[src/rtl/shift_seq.sv]
// Multi-cycle universal shift register: hold/load/clear execute in one cycle,
// shift and rotate ops step one bit per clock under a start/busy/done handshake.
module shift_seq #(
    parameter int WIDTH = 8,
    parameter int AMT_W = 4
) (
    input  logic             clk,
    input  logic             clrn,
    input  logic             i_start,
    input  logic [2:0]       i_op,
    input  logic [AMT_W-1:0] i_amt,
    input  logic [WIDTH-1:0] i_din,
    input  logic             i_srsi,
    input  logic             i_slsi,
    output logic [WIDTH-1:0] o_dout,
    output logic             o_sro,
    output logic             o_slo,
    output logic             o_busy,
    output logic             o_done
);

    localparam logic [0:0] S_IDLE = 1'b0;
    localparam logic [0:0] S_RUN  = 1'b1;

    localparam logic [2:0] OP_LOAD  = 3'b001;
    localparam logic [2:0] OP_SRL   = 3'b010;
    localparam logic [2:0] OP_SLL   = 3'b011;
    localparam logic [2:0] OP_ROR   = 3'b100;
    localparam logic [2:0] OP_ROL   = 3'b101;
    localparam logic [2:0] OP_ASR   = 3'b110;
    localparam logic [2:0] OP_CLEAR = 3'b111;

    logic [0:0]       r_state;
    logic [2:0]       r_op;
    logic [AMT_W-1:0] r_cnt;
    logic [WIDTH-1:0] r_dout;
    logic             r_done;
    logic [WIDTH-1:0] w_step;
    logic             w_isShift;

    // Serial inputs are taken live on every step edge, never latched at start.
    always_comb begin
        w_step = r_dout;
        case (r_op)
            OP_SRL:  w_step = {i_srsi, r_dout[WIDTH-1:1]};
            OP_SLL:  w_step = {r_dout[WIDTH-2:0], i_slsi};
            OP_ROR:  w_step = {r_dout[0], r_dout[WIDTH-1:1]};
            OP_ROL:  w_step = {r_dout[WIDTH-2:0], r_dout[WIDTH-1]};
            OP_ASR:  w_step = {r_dout[WIDTH-1], r_dout[WIDTH-1:1]};
            default: w_step = r_dout;
        endcase
    end

    assign w_isShift = (i_op >= OP_SRL) && (i_op <= OP_ASR);

    always_ff @(posedge clk or negedge clrn) begin
        if (!clrn) begin
            r_state <= S_IDLE;
            r_op    <= 3'b000;
            r_cnt   <= '0;
            r_dout  <= '0;
            r_done  <= 1'b0;
        end else begin
            r_done <= 1'b0;
            if (r_state == S_IDLE) begin
                if (i_start) begin
                    if (w_isShift && (i_amt != '0)) begin
                        r_op    <= i_op;
                        r_cnt   <= i_amt;
                        r_state <= S_RUN;
                    end else begin
                        r_done <= 1'b1;
                        if (i_op == OP_LOAD) begin
                            r_dout <= i_din;
                        end else if (i_op == OP_CLEAR) begin
                            r_dout <= '0;
                        end
                    end
                end
            end else begin
                // Starts arriving here are dropped; the running op owns the register.
                r_dout <= w_step;
                r_cnt  <= r_cnt - AMT_W'(1);
                if (r_cnt == AMT_W'(1)) begin
                    r_state <= S_IDLE;
                    r_done  <= 1'b1;
                end
            end
        end
    end

    assign o_dout = r_dout;
    assign o_sro  = r_dout[0];
    assign o_slo  = r_dout[WIDTH-1];
    assign o_busy = (r_state == S_RUN);
    assign o_done = r_done;

endmodule

[config.mk]
export PLATFORM = sky130hd
export DESIGN_NAME = shift_seq
export DESIGN_NICKNAME = d
export VERILOG_FILES = /design/src/rtl/shift_seq.sv
export SDC_FILE = /design/constraint.sdc
export NUM_CORES = 1
export LEC_CHECK = 0
export BUFFER_PORTS_ARGS = -buffer_cell sky130_fd_sc_hd__clkbuf_2
export CORE_MARGIN = 3
export CORE_UTILIZATION = 33
export CTS_BUF_LIST = sky130_fd_sc_hd__clkbuf_4 sky130_fd_sc_hd__clkbuf_8 sky130_fd_sc_hd__clkbuf_16
export DETAILED_ROUTE_END_ITERATION = 8
export SYNTH_ARGS = -nofsm -noshare
export SYNTH_HDL_FRONTEND = slang
export SYNTH_SLANG_ARGS = --single-unit
[constraint.sdc]
create_clock -name clk -period 5 [get_ports clk]
set_clock_uncertainty 0.15 [all_clocks]
set_input_delay 1 -clock clk [delete_from_list [all_inputs] [get_ports clk]]
set_output_delay 1 -clock clk [all_outputs]
set_load 0.01 [all_outputs]
# After elaboration in Yosys (flattened, before gate mapping)
# Index checks and enable logic that the tools add are counted.
dict set report classes {
  order_cmp 2
  n_eq_ne 12
  addsub 1
  mux 17
  n_reduce_logical 10
  bitwise 1
}
# operator count
set ops {}
lappend ops {{$mux 8} 5}
lappend ops {{$pmux 8 s5} 1}
lappend ops {{$eq 3x3->1 const B} 4}
lappend ops {{$mux 4} 3}
lappend ops {{$mux 1} 8}
lappend ops {{$eq 3x2->1 const B} 2}
lappend ops {{$ne 6x1->1 const B} 1}
lappend ops {{$ne 5x1->1 const B} 1}
lappend ops {{$reduce_and 5->1} 1}
lappend ops {{$eq 4x1->1 const B} 1}
lappend ops {{$ne 2x2->1 const B} 2}
lappend ops {{$reduce_and 4->1} 1}
lappend ops {{$reduce_bool 2->1} 2}
lappend ops {{$reduce_bool 4->1} 1}
lappend ops {{$sub 4x1->4 const B} 1}
lappend ops {{$eq 3x1->1 const B} 1}
lappend ops {{$ge 3x2->1 const B} 1}
lappend ops {{$le 3x3->1 const B} 1}
lappend ops {{$reduce_and 3->1} 1}
lappend ops {{$reduce_bool 3->1} 1}
lappend ops {{$logic_and 1x1->1} 2}
lappend ops {{$reduce_and 2->1} 1}
lappend ops {{$not 1->1} 1}
dict set report word_totals {
  elab_cells 49
  out_inout_bits 12
  register_bits 17
  input_bits 20
}

# Depth between registers and ports, before layout
dict set report logic_depth {
  word_depth 6
  depth_mapped 6
  mapped_depth_nobuf 5
}

# Worst setup path before layout
# Ideal clock, no wire load.
dict set report synth_path {
  path_type {input -> register}
  from {input i_amt[2]}
  to {register r_op[1]}
  required_time_ps 4725
  arrival_ps 1990
  n_path_buf 0
  slack_ps 2735
  cell_stages 3
  path_cell_list {or4_4 -> and2_4 -> mux2_4}
}
dict set report synth_via {
  elab_chain_len 3
}
# item line_no
set synth_rtl {}
lappend synth_rtl {{start, declared} 11} ;# input logic [AMT_W-1:0] i_amt,
lappend synth_rtl {{$reduce_bool 4->1} 67} ;# if (w_isShift && (i_amt != '0)) begin
lappend synth_rtl {{$logic_and 1x1->1} 67}
lappend synth_rtl {{$reduce_and 3->1 (no source line)} n/a}
lappend synth_rtl {{end signal, assigned} 68} ;# r_op <= i_op;
lappend synth_rtl {{end, declared} 34} ;# logic [2:0] r_op;
# Every way passes these cells.
# A chain may end at the register's enable or synchronous reset.

# Final worst setup path
dict set report layout_path {
  from {input i_start}
  to {register r_dout[2], in the netlist o_dout[2]}
}
dict set report layout_via {
  elab_chain_len 2
}
# item line_no
set layout_rtl {}
lappend layout_rtl {{start, declared} 9} ;# input logic i_start,
lappend layout_rtl {{$reduce_bool 2->1 (no source line)} n/a}
lappend layout_rtl {{$reduce_and 4->1 (no source line)} n/a}
lappend layout_rtl {{end signal, assigned} 74} ;# r_dout <= i_din;
lappend layout_rtl {{end signal, assigned} 82} ;# r_dout <= w_step;
lappend layout_rtl {{end, declared} 36} ;# logic [WIDTH-1:0] r_dout;
# Every way passes these cells.

==> summary.txt <==
Detailed routing
  • Vias: 952
  • Detail Route Antenna Nets: 0
  • Drt via density: 5.146
  • Wire per inst: ~14 µm
  • 1st-iter DRT viols: 85
  • Drt drc: 0
  • Final wirelength: 2499 µm
  • DR pass1 iterations: 4

Clock tree
  • Worst skew pair latency: about 300 ps
  • H-tree depth: 1
  • TritonCTS clock tree: built
  • Worst-path clk slew: 110 ps
  • CTS sink count: 17
  • Post-CTS setup repair buffer count: 0
  • Cts hold-fix bufs: 0
  • Max Buffers Root-to-Sink: 2
  • CTS buffer count: 3
  • CTS resizes: 0
  • CTS Root Cell: clkbuf_4

Critical path
  • Worst Setup End Kind: flop
  • FF-to-FF path depth: 3
  • CP startpoint kind: input pin
  • Max FO, Critical Path: 14
  • WS Path Type: input pin to flop
  • Worst R2R End: o_dout[2]$_DFFE_PN0P_
  • R2R Setup Slk: 2760 ps
  • Critical Path RT: 4990 ps
  • Critical Path AT: 2330 ps
  • Reg2reg start: o_busy$_DFF_PN0_

Layout
  • Diode count: 0
  • Fraction of layout cells with a size suffix above 1: 0.3050
  • Reg area: 425.4 µm²
  • Area growth from synthesis to layout: 16.87%
  • Fillers: between 300 and 400
  • Nets: roughly 160
  • Multi-input logic area: 608.1 µm²
  • Finished Core Util: 0.4156

Synth
  • Post-synth top cells: 17 x dfrtp_1, 15 x nand2_1, 7 x inv_1, 7 x mux2i_1, 7 x o221ai_1
  • Average instance area after synthesis: 9.757 µm²
  • Most area-consuming cells after synthesis: dfrtp_1 38%, mux2i_1 6.3%, o221ai_1 5.5%, nand2_1 5.1%, nor2b_1 2.8%
  • Synth async-reset ratio: 1.000
  • Cell with the most instances after synthesis: dfrtp_1
  • Synthesis warning total: 0
  • Sequential area share after synthesis: 0.3825
  • Yosys top cell area share: 0.3825
  • Synth Register Bits: 17
  • Post-synthesis cell area: 0.001112 mm²
  • Yosys cell types: 40
  • Syn_nets: 136
  • Area leader, netlist: dfrtp_1
  • Most common flop cell mapped by yosys: dfrtp_1
  • Post-Synthesis Cells: about 110
  • Post-synth EDFFs: 0

Floorplan
  • Initial Util: 0.3556
  • Die height: 64.06 µm
  • Die area: 0.004103 mm²
  • Std-Cell Core Area: 0.003128 mm²
  • Row count: 20
  • Chip Width: 64.06 µm
  • I/O pin count: 32

Min path
  • Worst min path class: flop to flop
  • Hold path cells: 1
  • Min-Delay Endpoint: r_cnt[1]$_DFFE_PN0P_
  • Worst Hold Launch: r_cnt[1]$_DFFE_PN0P_

Pwr
  • Total power: 787.2 µW
  • Net Switching: 348.3 µW
  • Sequential share of power: 0.391
  • Worst VDD drop: roughly 0.22 mV
  • Switch share: 0.4425
  • Leak: 0.0006398 µW
  • Power Dens Cells: around 600 mW/mm²
  • Clock share of power: 0.105
  • Share of total power in combinational logic: 0.504
  • Pint: 438.9 µW

Run status
  • Status: finished clean

Timing
  • Final WS setup: 2662 ps
  • Fin. Hold Viols: 0
  • Slew @ Worst Pin: 964.5 ps
  • Post-layout min period: 2338 ps
  • Endpoints failing setup: 0
  • Max Slew Vio Count: 0
  • F_max: 0.4276 GHz
  • Setup TNS: 0 ps
  • Fin crit share: 0.4677
  • Unrepaired setup endpoints after global routing: false
  • Max_slew headroom: 0.3570

Global route
  • Largest net degree at the start of global routing: 18
  • Wire length of the first global-routing pass: 4264 µm
  • Number of global-route vias before repair: roughly 900
  • Total GRT Usage: 0.1310
  • Global route total overflow: 0
  • Initial antenna violation count: 0

Placed design
  • IO buf count: 31
  • Final Wtd Congestion: 0.7727
  • Worst slack, placed: 2347 ps
  • Dpl hpwl: 1880 µm

Job
  • Max-Cap Viols: 0
==> worst max-delay path: stages <==
cell and delay, ps:
clkbuf_2 110, and3b_1 210, a22oi_1 750, o221ai_1 260
==> routing by layer <==
metal	part of all wire	up-vias	track usage
li1	-	470	-
met1	0.45	452	0.1672
met5	0	-	0
met2	0.49	25	0.2194
met4	0.016	0	0.04852
met3	0.050	5	0.02285
==> flip-flops by register name, indices dropped and copies added, names as in the netlist <==
signal / flops
o_dout: 8
r_cnt: 4
r_op: 3
o_busy: 1
o_done: 1
==> power groups by stage <==
stage	clock (µW)	sequential, µW	combinational [µW]
after global placement	0	306	395
after global routing	90.1	324	453
after CTS	85.5	307	402
final	82.5	308	397
after detailed placement	0	310	400
after floorplan	0	270	350
==> area by class of cell <==
type | count | share of cell area
Inverter | 7 | 0.02021
Timing Repair Buffer | 31 | 0.1193
Sequential cell | 17 | 0.3272
Clock buffer | 4 | 0.02310
Multi-Input combinational cell | 82 | 0.4678
Tap cell | 44 | 0.04235
==> cells in the final DEF (no fill, tap or decap), types with 2 or more instances in the layout <==
| master | n |
|---|---|
| ha_1 | 2 |
| clkbuf_4 | 4 |
| nor2b_1 | 5 |
| o221ai_1 | 7 |
| o211ai_1 | 2 |
| nand2_1 | 15 |
| o21ai_0 | 2 |
| inv_1 | 7 |
| nand3_1 | 4 |
| a222oi_1 | 2 |
| xor2_1 | 3 |
| clkbuf_2 | 31 |
| mux2_4 | 2 |
| mux2i_1 | 7 |
| nand2b_1 | 2 |
| a21oi_1 | 4 |
| a221o_1 | 2 |
| a21o_1 | 2 |
| nor2_1 | 3 |
| dfrtp_1 | 17 |
==> kinds of logic (layout without fill, tap and decap cells) <==
family          count (synthesis)  after routing  share of synthesized area
mux                             9              9                    0.08999
xor+xnor                        4              4                    0.03150
flops                          17             17                     0.3825
simple gates                   39             39                     0.1980
buf+inv                        15             42                    0.07086
fa+ha+maj                       2              2                    0.02249
compound gates                 28             28                     0.2047
==> how the worst max path moves through the flow <==
stage,end,from,cells past startpoint,slack (ps)
5_1_grt,o_dout[1]$_DFFE_PN0P_,i_start,4,2490
3_3_place_gp,o_dout[1]$_DFFE_PN0P_,i_start,4,2410
3_5_place_dp,o_dout[2]$_DFFE_PN0P_,i_start,4,2350
4_1_cts,o_busy,o_busy$_DFF_PN0_,1,2660
6_report,o_dout[2]$_DFFE_PN0P_,i_start,4,2660
2_1_floorplan,r_op[1]$_DFFE_PN0P_,i_amt[2],3,2740
==> metrics by stage <==
stage / instances / cell area, µm² / hold slack [ps]
3_5_place_dp: 181 / 1270 / 368.5
5_1_grt: 185 / 1300 / 446.6
3_3_place_gp: 181 / 1270 / 380.6
6_report: 185 / 1300 / 406.0
4_1_cts: 185 / 1300 / 401.0
2_1_floorplan: 114 / 1112 / 351.6
No activity file was read; power rests on OpenSTA's default activity.
